--- src/rtl/uart_tx_word.sv ---
// 16-bit word UART transmitter: two 8N1 bytes, high byte first, optional idle gap between bytes.
// All outputs registered; a request is accepted only while idle and the word is latched on accept.
module uart_tx_word #(
  parameter int CLKS_PER_BIT = 5208,
  parameter int GAP_BITS     = 0
) (
  input  logic        CLOCK_50,
  input  logic        rst,
  input  logic        tx_start,
  input  logic [15:0] tx_data,
  output logic        tx_pin,
  output logic        tx_busy,
  output logic        tx_done
);

  localparam int TW = (CLKS_PER_BIT > 1) ? $clog2(CLKS_PER_BIT) : 1;
  localparam logic [TW-1:0] TIMER_LAST = TW'(CLKS_PER_BIT - 1);
  localparam logic [3:0]    GAP_LAST   = (GAP_BITS > 0) ? 4'(GAP_BITS - 1) : 4'd0;

  typedef enum logic [2:0] {IDLE, START, DATA, STOP, GAP} state_t;

  state_t          state_q, state_d;
  logic [TW-1:0]   timer_q, timer_d;
  logic [2:0]      bit_idx_q, bit_idx_d;
  logic [3:0]      gap_cnt_q, gap_cnt_d;
  logic [7:0]      shift_q, shift_d;
  logic [7:0]      lo_byte_q, lo_byte_d;
  logic            byte_sel_q, byte_sel_d;
  logic            pin_q, pin_d;
  logic            busy_q, busy_d;
  logic            done_q, done_d;

  always_comb begin
    state_d    = state_q;
    timer_d    = timer_q;
    bit_idx_d  = bit_idx_q;
    gap_cnt_d  = gap_cnt_q;
    shift_d    = shift_q;
    lo_byte_d  = lo_byte_q;
    byte_sel_d = byte_sel_q;
    pin_d      = pin_q;
    busy_d     = busy_q;
    done_d     = 1'b0;

    unique case (state_q)
      IDLE: begin
        pin_d = 1'b1;
        if (tx_start) begin
          shift_d    = tx_data[15:8];
          lo_byte_d  = tx_data[7:0];
          byte_sel_d = 1'b0;
          busy_d     = 1'b1;
          timer_d    = '0;
          pin_d      = 1'b0;
          state_d    = START;
        end
      end
      START: begin
        if (timer_q == TIMER_LAST) begin
          timer_d   = '0;
          bit_idx_d = 3'd0;
          pin_d     = shift_q[0];
          state_d   = DATA;
        end else begin
          timer_d = timer_q + TW'(1);
        end
      end
      DATA: begin
        if (timer_q == TIMER_LAST) begin
          timer_d = '0;
          if (bit_idx_q == 3'd7) begin
            pin_d   = 1'b1;
            state_d = STOP;
          end else begin
            // Shift right so the next bit to send is always in shift_q[0].
            bit_idx_d = bit_idx_q + 3'd1;
            shift_d   = {1'b0, shift_q[7:1]};
            pin_d     = shift_q[1];
          end
        end else begin
          timer_d = timer_q + TW'(1);
        end
      end
      STOP: begin
        if (timer_q == TIMER_LAST) begin
          timer_d = '0;
          if (byte_sel_q) begin
            busy_d  = 1'b0;
            done_d  = 1'b1;
            pin_d   = 1'b1;
            state_d = IDLE;
          end else if (GAP_BITS > 0) begin
            gap_cnt_d = 4'd0;
            pin_d     = 1'b1;
            state_d   = GAP;
          end else begin
            shift_d    = lo_byte_q;
            byte_sel_d = 1'b1;
            pin_d      = 1'b0;
            state_d    = START;
          end
        end else begin
          timer_d = timer_q + TW'(1);
        end
      end
      GAP: begin
        if (timer_q == TIMER_LAST) begin
          timer_d = '0;
          if (gap_cnt_q == GAP_LAST) begin
            shift_d    = lo_byte_q;
            byte_sel_d = 1'b1;
            pin_d      = 1'b0;
            state_d    = START;
          end else begin
            gap_cnt_d = gap_cnt_q + 4'd1;
          end
        end else begin
          timer_d = timer_q + TW'(1);
        end
      end
      default: begin
        state_d = IDLE;
        pin_d   = 1'b1;
        busy_d  = 1'b0;
      end
    endcase
  end

  always_ff @(posedge CLOCK_50) begin
    if (rst) begin
      state_q    <= IDLE;
      timer_q    <= '0;
      bit_idx_q  <= 3'd0;
      gap_cnt_q  <= 4'd0;
      shift_q    <= 8'd0;
      lo_byte_q  <= 8'd0;
      byte_sel_q <= 1'b0;
      pin_q      <= 1'b1;
      busy_q     <= 1'b0;
      done_q     <= 1'b0;
    end else begin
      state_q    <= state_d;
      timer_q    <= timer_d;
      bit_idx_q  <= bit_idx_d;
      gap_cnt_q  <= gap_cnt_d;
      shift_q    <= shift_d;
      lo_byte_q  <= lo_byte_d;
      byte_sel_q <= byte_sel_d;
      pin_q      <= pin_d;
      busy_q     <= busy_d;
      done_q     <= done_d;
    end
  end

  assign tx_pin  = pin_q;
  assign tx_busy = busy_q;
  assign tx_done = done_q;

endmodule

--- config.mk ---
export PLATFORM = sky130hd
export DESIGN_NAME = uart_tx_word
export DESIGN_NICKNAME = d
export VERILOG_FILES = /design/src/rtl/uart_tx_word.sv
export SDC_FILE = /design/constraint.sdc
export NUM_CORES = 1
export LEC_CHECK = 0
export BUFFER_PORTS_ARGS = -buffer_cell sky130_fd_sc_hd__buf_2
export CAP_MARGIN = 5
export CORE_MARGIN = 2
export CORE_UTILIZATION = 54
export CTS_BUF_LIST = sky130_fd_sc_hd__clkbuf_8
export DETAILED_ROUTE_END_ITERATION = 10
export PLACE_DENSITY = 0.87
export SLEW_MARGIN = 20
export SYNTH_ARGS = -nofsm -noshare
export SYNTH_HDL_FRONTEND = slang
export SYNTH_SLANG_ARGS = --single-unit
--- constraint.sdc ---
create_clock -name CLOCK_50 -period 1.9 [get_ports CLOCK_50]
set_input_delay 0.19 -clock CLOCK_50 [delete_from_list [all_inputs] [get_ports CLOCK_50]]
set_output_delay 0.19 -clock CLOCK_50 [all_outputs]
set_load 0.005 [all_outputs]
==> results of run 1 <==
final timing paths:
check                       startpoint                         to  slack [ns]  depth (start not counted)
max            timer_q[3]$_SDFFE_PP0P_    shift_q[3]$_SDFFE_PP0P_       -0.01                          6
min                         tx_data[4]  lo_byte_q[4]$_SDFFE_PP0P_        0.13                          3
max reg2reg    timer_q[3]$_SDFFE_PP0P_    shift_q[3]$_SDFFE_PP0P_       -0.01                          6
min reg2reg  lo_byte_q[2]$_SDFFE_PP0P_  lo_byte_q[2]$_SDFFE_PP0P_        0.46                          2
per-stage QoR:
stage,setup WS [ns],setup TNS (ns),cells
floorplan,0.00870,0,217
global placement,-0.0282,-0.0320,298
detailed placement,-0.107,-0.779,298
CTS,0.000741,0,307
global route,-0.0777,-0.255,312
finish,-0.0110,-0.0195,312
flip-flops by register name, summed over array words and instances (netlist names):
register / cells
bit_idx_q: 3
byte_sel_q: 1
lo_byte_q: 8
shift_q: 8
state_q: 2
timer_q: 13
tx_busy: 1
tx_done: 1
tx_pin: 1
per-layer routing:
layer  wire length [um]  vias to the layer above
met5                  0                        -
met3                271                       16
li1                   -                      903
met2               2390                       70
met1               2050                      878
met4                153                        0
power by group through the flow:
stage                     registers [mW]  logic (mW)  clock network (mW)
after CTS                           1.03        1.57               0.851
after floorplan                     1.03       0.999                   0
after detailed placement            1.05        1.49                   0
final                               1.04        1.90               0.841
after global placement              1.04        1.44                   0
after global routing                1.06        2.06               0.892
cell usage in the layout (no fill, tap or decap), drive strengths merged, types with 4 or more instances in the layout:
cell type,instances
nor2,12
clkbuf,7
nand3,7
ha,8
a211oi,4
dfxtp,38
a22o,9
a311oi,9
buf,52
nand2,25
a21oi,31
o21ai,5
nand2b,7
xnor2,4
kinds of logic after synthesis:
logic type               share of synthesized area (%)
AO/OA/AOI/OAI                                     26.8
AND/OR/NAND/NOR                                   20.0
flip-flops                                        39.1
buffers and inverters                             3.67
adder cells (fa/ha/maj)                           5.15
XOR/XNOR                                          3.15
multiplexers                                      2.12
worst register-to-register path, delay by kind of cell, from the launching register on:
kind / cells / cell delay (ns)
AO/OA/AOI/OAI: 2 / 0.44
buffers and inverters: 3 / 0.43
flip-flops: 1 / 0.35
AND/OR/NAND/NOR: 1 / 0.57
final cells by class:
cell class,instances,area share [%]
timing repair buffer,53,14.8
multi-input combinational,164,46.8
tap,46,2.25
inverter,3,0.538
clock buffer,6,3.23
sequential,38,30.0
clock inverter,2,2.35
repair_timing:
| item | 4_1_cts | 5_1_grt |
|---|---|---|
| pin swaps | 3 | 12 |
| hold endpoints to repair | 0 | 0 |
| cloned | 0 | 1 |
| gates resized for setup | 10 | 18 |
| endpoints found under the setup margin | 13 | 14 |
| buffers inserted | 1 | 4 |
==> results.yml, run 1 <==
timing:
  slew_violations: 0
  rsz0062_at_grt: "true"
  finClkSkew_ns: 0.00599
  max_freq_mhz: 523
  worst_pin_slew_ns: 0.450
  holdWs_ns: 0.130
  worst_slack_ns: -0.0110
  hold_viol: 0
  setup_viol: 3
  relSlewSlack_pct: 69.6
  finalCriticalPeriod_ns: 1.91
  final.period_utilization_pct: 101
cells_and_area:
  fin_area_um2: 2560
  area_growth_pct: 31.6
  regArea_um2: 768
  multi_input_area_um2: 1200
  fillers: 217
  fin_nets: 292
  num_antenna_cells: 0
  postLayoutCoreUtil_pct: 75.5
  drive_above_1_share_pct: 34.6
global_routing:
  grt_pass1_wl_mm: 7.90
  grt_busiest_layer: "met2"
  grt_max_degree: 18
  gr-usage-met2_pct: 40.4
  grt_pass1_vias: 1772
  grtUsageMet3_pct: 5.63
  overflow: 0
  grt.total_usage_pct: 24.8
  met1_usage_pct: 30.4
  antenna_found_initial: 0
cts:
  cts_max_path_buffers: 2
  cts_root_buf: "clkbuf_8"
  numCtsBuffers: 5
  clk_latency_ns: 0.29
  path_clk_slew_ns: 0.08
  cts_sinks: 38
  h-tree-depth: 2
  cts-hold-fix-buffers: 0
  cts_tree: "yes"
power_and_ir_drop:
  p_leak_nw: 0.981
  p_clk_share_pct: 22.2
  ir_drop_uv: 685
  seqPwrFrac_pct: 27.5
  swShare_pct: 35.1
  powerDensity_nw_per_um2: 1480
  combPwrFrac_pct: 50.2
  p_switching_mw: 1.33
  total_power_mw: 3.78
  power.internal_mw: 2.45
setup_path:
  start_kind: "flop"
  critPathArrivalTime_ns: 2.08
  slowest_delay_ns: 0.57
  required_ns: 2.07
  critPathCaptureType: "flop"
  cpMostUsedCell: "buf_4"
  path_cells: "or4b_4, o31ai_4, buf_4, clkbuf_16, buf_4, a311oi_1"
  path_buf_inv: 3
  crit_family: "simple AND/OR/NAND/NOR gates"
  worst_path_max_delay_cell: "or4b_4"
  crit_fanout: 7
  critical_path_class: "reg -> reg"
routing:
  totalWireLength_mm: 4.87
  postRouteAntennaNets: 0
  drc: 0
  avgRoutedWirePerCell_um: 15.6
  avgViaCountPerCell: 5.98
  drt_pass1_iterations: 4
  first_iter_violations: 158
  vias: 1867
flow_run:
  maxCapViolCount: 0
die:
  core_um2: 3390
  initial_utilization_pct: 57.4
  die_height_um: 64.0
  die-width_um: 64.0
  rows: 21
  fp.dieArea_um2: 4100
  ios: 22
run_status:
  status: "complete, but fails checks"
  violations: "setup timing"
synth:
  ys_warn_count: 0
  synth_cells: 217
  synth_edf_count: 0
  synth-seq-cells: 38
  yosys.cell_types.count: 49
  ys_top_cells_by_count: "dfxtp_1 (38), a21oi_1 (30), nand2_1 (25), nor2_1 (12), a22o_1 (9)"
  ys_seq_area_share_pct: 39.1
  avgSynthCellArea_um2: 8.96
  synth_ff_type: "dfxtp_1"
  async_reset_ff_share_pct: 0
  syn_nets: 244
  synthTopCellsByArea: "dfxtp_1 (39%), a21oi_1 (7.7%), ha_1 (5.1%)"
  syn_area_um2: 1940
  yosysMostFrequentCell: "dfxtp_1"
  synth_top_area_share_pct: 39.1
  post-synth-top-area-cell: "dfxtp_1"
hold_path:
  hp-class: "in -> reg"
place:
  placed_cell_area_um2: 2260
  port_buffers: 21
  dp.final_hpwl_mm: 3.24
  routabilityCongestion: 0.846
Power figures use the tool's default switching activity.
==> inputs of run 2 (changes only) <==
CORE_UTILIZATION = 30   (was 54)
PLACE_DENSITY = 0.58   (was 0.87)
clock period = 1.67 ns   (was 1.9 ns; I/O delays follow)
==> run 2 against run 1 <==
Against the previous run: the flow still finishes with violations (setup timing); final cell count grew 20%; sequential share of layout area down 4.7 points; count of clock-buffer cells in the layout unchanged; combinational power up 51%; worst setup slack got worse by 0.17 ns; power grew 34%; critical path type unchanged; largest cell class unchanged.
==> results.yml, run 2 (synthesis results as in run 1) <==
setup_path:
  start_kind: "flop"
  crit_fanout: 5
  critical_path_class: "reg -> reg"
  critPathArrivalTime_ns: 2.08
  critPathCaptureType: "flop"
  required_ns: 1.90
die:
  rows: 29
  fp.dieArea_um2: 7140
  die-width_um: 84.5
  ios: 22
  initial_utilization_pct: 30.8
  core_um2: 6310
  die_height_um: 84.5
cts:
  h-tree-depth: 2
  clk_latency_ns: 0.30
  cts_root_buf: "clkbuf_8"
  cts-hold-fix-buffers: 0
  numCtsBuffers: 5
  cts_tree: "yes"
  cts_sinks: 38
  path_clk_slew_ns: 0.08
  cts_max_path_buffers: 2
place:
  dp.final_hpwl_mm: 3.55
  routabilityCongestion: 0.796
  port_buffers: 21
cells_and_area:
  final_common_cell: "buf_4"
  num_antenna_cells: 0
  area_growth_pct: 56.5
  largest_reg_flops: 13
  fillers: 597
  final_cell_mix: "buf_4 (56), dfxtp_1 (33), a21oi_1 (25), nand2_1 (24), buf_2 (21)"
  reg.largest.list: "timer_q: 13 flops, lo_byte_q: 8 flops, shift_q: 8 flops"
  drive_above_1_share_pct: 47.8
  largest-register: "timer_q"
  fin_nets: 323
timing:
  slew_violations: 0
  finClkSkew_ns: 0.00576
  worst_pin_slew_ns: 0.375
  setup_viol: 18
  finalCriticalPeriod_ns: 1.85
  worst_slack_ns: -0.177
  relSlewSlack_pct: 74.7
  hold_viol: 0
  rsz0062_at_grt: "true"
  max_freq_mhz: 541
  fin_tns_setup_ns: -1.83
  final.period_utilization_pct: 111
  holdWs_ns: 0.0970
routing:
  avgRoutedWirePerCell_um: 14.7
  first_iter_violations: 120
  totalWireLength_mm: 5.51
  vias: 1944
  drt_pass1_iterations: 4
  avgViaCountPerCell: 5.20
  postRouteAntennaNets: 0
  drc: 0
global_routing:
  grt_max_degree: 17
  grt_pass1_wl_mm: 8.79
  antenna_found_initial: 0
  grt_pass1_vias: 1796
  overflow: 0
  grt.total_usage_pct: 15.4
run_status:
  status: "complete, but fails checks"
  violations: "setup timing"
flow_run:
  maxCapViolCount: 0
hold_path:
  hp-class: "in -> reg"
power_and_ir_drop:
  p_leak_nw: 1.19
  ir_drop_uv: 709
  powerDensity_nw_per_um2: 1670
==> run 2: timing repair <==
action,CTS,global route
endpoints found under the setup margin,18,28
hold endpoints to repair,0,0
pin swaps,17,8
gates cloned,1,0
gates resized for setup,26,27
setup buffers,10,7
==> run 2: routing by layer <==
| metal | vias to the layer above | GRT usage, % | share of wire [%] |
|---|---|---|---|
| met3 | 7 | 3.05 | 4.3 |
| met1 | 928 | 20.9 | 44 |
| li1 | 970 | - | - |
| met4 | 0 | 5.92 | 1.3 |
| met2 | 39 | 24.0 | 50 |
| met5 | - | 0 | 0 |
==> run 2: final timing paths <==
check,from,cells after the start,slack (ns),to
max,state_q[0]$_SDFFE_PP0P_,6,-0.18,timer_q[7]$_SDFFE_PP0P_
min,tx_data[6],3,0.1,lo_byte_q[6]$_SDFFE_PP0P_
max reg2reg,state_q[0]$_SDFFE_PP0P_,6,-0.18,timer_q[7]$_SDFFE_PP0P_
min reg2reg,lo_byte_q[2]$_SDFFE_PP0P_,2,0.47,lo_byte_q[2]$_SDFFE_PP0P_
==> run 2: area by class of cell <==
class / count / area, um2 / area share, %
well taps: 77 / 96.3 / 3.17
multi-input cells: 164 / 1380 / 45.2
clock inverters: 2 / 60.1 / 1.97
clock buffers: 6 / 82.6 / 2.71
flip-flops and latches: 38 / 772 / 25.4
inverters: 3 / 18.8 / 0.617
repair buffers: 84 / 638 / 21.0
==> run 2: power by group <==
group	switching, mW	leakage, nW	total (mW)	internal [mW]
registers	0.125	0.313	1.22	1.09
logic	1.34	0.803	2.87	1.54
clock network	0.343	0.0714	0.981	0.637
==> run 2: per-stage QoR <==
step / std cells / area (um2) / setup WS [ns] / total power [mW] / utilization, %
floorplan: 217 / 1990 / -0.0891 / 2.43 / -
detailed placement: 349 / 2500 / -0.173 / 3.20 / 39.6
finish: 374 / 3040 / -0.177 / 5.07 / 48.2
global placement: 349 / 2500 / -0.136 / 3.18 / 39.6
global route: 374 / 3040 / -0.242 / 5.37 / 48.2
CTS: 368 / 2860 / -0.153 / 4.72 / 45.3
==> run 2: worst max-delay path, cell delays in order, from the launching register on <==
cell     delay (ns)
dfxtp_4        0.38
inv_6          0.05
ha_4           0.15
or2_4          0.28
a211o_1        0.32
or4b_1         0.48
a21oi_1        0.13
